[src/rtl/s2p_deserializer.sv]
// Serial-to-parallel converter: strobed serial bits -> W-bit word in a valid/ready holding register.
// Optional even-parity frame (W data + 1 parity bit, adds parity_err) under macro PARITY_EN.
module s2p_deserializer #(
    parameter int N         = 4,
    parameter bit MSB_FIRST = 1'b1
) (
    input  logic              clk,
    input  logic              rst,
    input  logic              en,
    input  logic              sin,
    input  logic              sync,
    output logic [2**N-1:0]   y,
    output logic              valid,
    input  logic              ready,
    output logic              overrun,
    input  logic              clr_ovr
`ifdef PARITY_EN
    ,
    output logic              parity_err
`endif
);

    localparam int W = 2**N;
`ifdef PARITY_EN
    localparam int CW   = N + 1;
    localparam int LAST = W;
`else
    localparam int CW   = N;
    localparam int LAST = W - 1;
`endif

    typedef enum logic {SHIFT, FLUSH} state_t;

    state_t         state_q, state_d;
    logic [W-1:0]   sr, sr_shift, sr_seed, word;
    logic [CW-1:0]  cnt;
    logic           complete, load, drop;
`ifdef PARITY_EN
    logic           perr_word;
`endif

    always_comb begin
        sr_shift = MSB_FIRST ? {sr[W-2:0], sin} : {sin, sr[W-1:1]};
        sr_seed  = MSB_FIRST ? {{(W-1){1'b0}}, sin} : {sin, {(W-1){1'b0}}};
        // sync overrides completion: the frame is abandoned, nothing is transferred
        complete = en && !sync && (cnt == CW'(LAST));
`ifdef PARITY_EN
        word      = sr;
        perr_word = (^sr) ^ sin;
`else
        word      = sr_shift;
`endif
        load = complete && (!valid || ready);
        drop = complete && valid && !ready;
    end

    always_ff @(posedge clk or posedge rst) begin
        if (rst) begin
            sr  <= '0;
            cnt <= '0;
        end else if (sync) begin
            sr  <= en ? sr_seed : '0;
            cnt <= en ? CW'(1) : '0;
        end else if (en) begin
            cnt <= complete ? '0 : cnt + CW'(1);
`ifdef PARITY_EN
            // the parity bit is not part of the data word
            if (!complete)
                sr <= sr_shift;
`else
            sr <= sr_shift;
`endif
        end
    end

    always_ff @(posedge clk or posedge rst) begin
        if (rst) begin
            y       <= '0;
            valid   <= 1'b0;
            overrun <= 1'b0;
`ifdef PARITY_EN
            parity_err <= 1'b0;
`endif
        end else begin
            if (load) begin
                y     <= word;
                valid <= 1'b1;
`ifdef PARITY_EN
                parity_err <= perr_word;
`endif
            end else if (valid && ready) begin
                valid <= 1'b0;
            end
            if (drop)
                overrun <= 1'b1;
            else if (clr_ovr)
                overrun <= 1'b0;
        end
    end

    always_ff @(posedge clk or posedge rst) begin
        if (rst)
            state_q <= SHIFT;
        else
            state_q <= state_d;
    end

    // FLUSH only marks that a sync arrived while a word was stalled downstream
    always_comb begin
        state_d = state_q;
        case (state_q)
            SHIFT: if (sync && valid && !ready) state_d = FLUSH;
            FLUSH: if (valid && ready)          state_d = SHIFT;
            default:                            state_d = SHIFT;
        endcase
    end

endmodule

[config.mk]
export PLATFORM = sky130hd
export DESIGN_NAME = s2p_deserializer
export DESIGN_NICKNAME = d
export VERILOG_FILES = /design/src/rtl/s2p_deserializer.sv
export SDC_FILE = /design/constraint.sdc
export NUM_CORES = 1
export LEC_CHECK = 0
export CAP_MARGIN = 15
export CORE_MARGIN = 2
export CORE_UTILIZATION = 45
export CTS_BUF_LIST = sky130_fd_sc_hd__clkbuf_16
export DETAILED_ROUTE_END_ITERATION = 7
export PLACE_DENSITY_LB_ADDON = 0.25
export SYNTH_ARGS = -nofsm -noshare
export SYNTH_HDL_FRONTEND = slang
export SYNTH_SLANG_ARGS = --single-unit
export TNS_END_PERCENT = 30
[constraint.sdc]
create_clock -name clk -period 1.8 [get_ports clk]
set_clock_uncertainty 0.1 [all_clocks]
set_input_delay 0.18 -clock clk [delete_from_list [all_inputs] [get_ports clk]]
set_output_delay 0.18 -clock clk [all_outputs]
set_load 0.1 [all_outputs]
==> qor.csv <==
stage;metric;value;unit
sta;fin_crit;1.73;ns
setup_path;cpPeakStageDelay;0.41;ns
synthesis;synth_edf_count;0;
clock_tree;clock_latency;0.27;ns
synthesis;synthTopCellsByArea;dfrtp_1 60%, mux2_4 9.8%, mux2i_1 9.8%, mux2_2 4.4%, nor2_1 3.9%;
power_and_ir_drop;p_leak;1.04;nW
grt;grt_pass1_wl;4.62;mm
clock_tree;clock-sinks;37;
setup_path;crit_slowest_cell;dfrtp_1;
setup_path;reg2reg_slack;0.07;ns
layout;utilization;0.633;
power_and_ir_drop;p_seq_frac;0.490;
route;wire_per_inst;14.0;um
clock_tree;ctsHoldBuffers;0;
floorplanning;fp-row-count;21;
synthesis;synth.top_cell.area_share;0.602;
sta;setup-violations-final;0;
clock_tree;cts.clk_slew.worst_paths;0.05;ns
power_and_ir_drop;p_sw;0.357;mW
grt;antenna_found_initial;0;
floorplanning;io_pins;25;
place;postPlaceCellArea;0.00190;sq mm
clock_tree;ctsRootBufferMaster;clkbuf_16;
setup_path;crit_type;register to register;
synthesis;ys_seq_area_frac;0.602;
floorplanning;start_util;0.464;
place;io_buffers;24;
synthesis;synth_top_area_cell;dfrtp_1;
floorplanning;coreArea;0.00331;sq mm
place;place_hpwl;1.83;mm
setup_path;worstSetupEndpointType;register;
route;drc;0;
clock_tree;cts_htree_levels;2;
grt;grt_pass1_vias;924;
synthesis;yosysWarnings;0;
grt;grt_usage;0.156;
setup_path;r2r-end;y[14];
sta;finalHoldViolations;0;
hold_path;hold_path.class;input pin to async pin;
setup_path;crit_chain;ha_4 > nand2_2 > nor4b_4 > buf_6 > mux2_2;
sta;max_clock_freq;577;MHz
layout;antenna_cells;0;
setup_path;r2r_cells;5;
grt;grt_max_degree;38;
clock_tree;clock_path_buffers;2;
layout;syn2layout_area_growth;36.3;%
clock_tree;cts_made_buffers;5;
setup_path;crit_fanout;6;
route;routed-via-count;941;
flow_run;max_cap_violations;0;
setup_path;cp.arrival;1.79;ns
synthesis;synthArstFlopShare;1.00;
sta;tightest_slew;0.457;ns
power_and_ir_drop;combPwrFrac;0.063;
sta;finalCritPeriodShare;0.963;
power_and_ir_drop;cellPowerDensity;835;mW/mm^2
synthesis;netlist_top_cells_count;37 x dfrtp_1, 16 x nor2_1, 15 x mux2i_1;
setup_path;start_kind;register;
grt;overflow;0;
outcome;outcome;finished, final reports clean;
sta;slew_viol_final;0;
synthesis;synthesis.area;0.00154;sq mm
power_and_ir_drop;clkPwrFrac;0.447;
route;antenna_left;0;
layout;fin_nets;157;
route;finalWirelength;2.73;mm
clock_tree;cts_tree;done;
synthesis;synth_area_per_cell;13.7;sq um
synthesis;yosysMostFrequentCell;dfrtp_1;
synthesis;synthesis.nets;120;
sta;slew_headroom;0.695;
route;drt-initial-drc-count;38;
synthesis;synth-seq-cells;37;
synthesis;synthFlopType;dfrtp_1;
route;routed_via_density;4.83;
synthesis;yosysUniqueCellTypes;22;
layout;final_area;0.00210;sq mm
power_and_ir_drop;p_int;1.39;mW
synthesis;syn_inst;112;
floorplanning;dieWidth;62.5;um
floorplanning;die-area;0.00390;sq mm
power_and_ir_drop;sw_frac_of_total;0.204;
power_and_ir_drop;peakVddDrop;580;uV
setup_path;rr_startpoint;cnt[1];
place;globalplace.congestion;0.693;
floorplanning;die_h;62.5;um
setup_path;critPathRequiredTime;1.86;ns
route;drt_first_pass_iters;2;
layout;drive_gt1_frac;0.376;
==> per-layer routing <==
metal,share of wire,global-route usage,vias to the layer above
met5,0,0,-
met4,0.015,0.0583,0
met3,0.051,0.0721,6
met2,0.47,0.228,20
met1,0.46,0.204,464
li1,-,-,451
==> worst max path at each step <==
stage,from,to,slack (ns),depth (start not counted)
floorplan,valid,y[0],-0.06,4
global placement,en,y[7],0.007,5
detailed placement,en,y[6],-0.04,5
CTS,cnt[0],y[14],0.01,5
global route,cnt[1],y[14],-0.006,5
finish,cnt[1],y[14],0.07,5
==> power by group through the flow <==
stage               Sequential, mW  Combinational, mW  Clock [mW]
CTS                          0.856             0.0910       0.808
detailed placement           0.870             0.0905           0
floorplan                    0.867             0.0599           0
global placement             0.869             0.0878           0
global route                 0.859              0.123       0.847
finish                       0.858              0.110       0.783
==> kinds of logic (layout without fill, tap and decap cells) <==
logic type,Yosys count,after routing,synth area share
AOI/OAI and AO/OA,5,5,0.0171
xor gates and xnor gates,2,2,0.0114
adders and majority gates,1,1,0.00814
buffers and inverters,7,44,0.0260
DFF,37,37,0.602
muxes,31,31,0.239
and+or+nand+nor,29,29,0.0960
==> what timing repair did <==
| action | 4_1_cts | 5_1_grt |
|---|---|---|
| endpoints found under the setup margin | 10 | 16 |
| buffers inserted | 0 | 4 |
| cloned | 0 | 1 |
| pin swaps | 0 | 2 |
| resized for setup | 1 | 6 |
==> area by class of cell <==
| cell class | count | area [sq um] |
|---|---|---|
| Tap cell | 46 | 57.6 |
| Inverter | 2 | 7.51 |
| Clock buffer | 5 | 125 |
| Timing Repair Buffer | 35 | 377 |
| Fill cell | 260 | 1210 |
| Multi-Input combinational cell | 68 | 592 |
| Clock inverter | 2 | 7.51 |
| Sequential cell | 37 | 930 |
==> stage by stage <==
| step | setup TNS [ns] | std cells | hold slack (ns) | power (mW) | setup WS, ns |
|---|---|---|---|---|---|
| floorplan | -0.597 | 112 | 0.189 | 0.927 | -0.0597 |
| global placement | 0 | 183 | 0.395 | 0.957 | 0.00711 |
| detailed placement | -0.299 | 183 | 0.395 | 0.960 | -0.0388 |
| CTS | 0 | 190 | 0.219 | 1.75 | 0.0115 |
| global route | -0.0145 | 195 | 0.249 | 1.83 | -0.00564 |
| finish | 0 | 195 | 0.210 | 1.75 | 0.0660 |
==> registers in the layout, indices dropped and copies added (netlist names) <==
name	count
sr	15
valid	1
y	16
overrun	1
cnt	4
==> cells in the final DEF (no fill, tap or decap), types with 2 or more instances in the layout <==
cell and count:
a21oi_1 2, buf_12 7, buf_4 19, buf_6 3, clkbuf_16 5, clkdlybuf4s50_1 6
dfrtp_1 36, inv_1 3, mux2_2 6, mux2_4 10, mux2i_1 15, nand2_1 5
nand2b_1 2, nor2_1 16, o21ai_0 2
==> worst max-delay path: cells and delay by family (launching register included) <==
kind | cells | cell delay, ns
adders and majority gates | 1 | 0.16
buffers and inverters | 1 | 0.19
and+or+nand+nor | 2 | 0.42
DFF | 1 | 0.41
muxes | 1 | 0.33
Note: power is estimated with default switching activity, not from simulation.
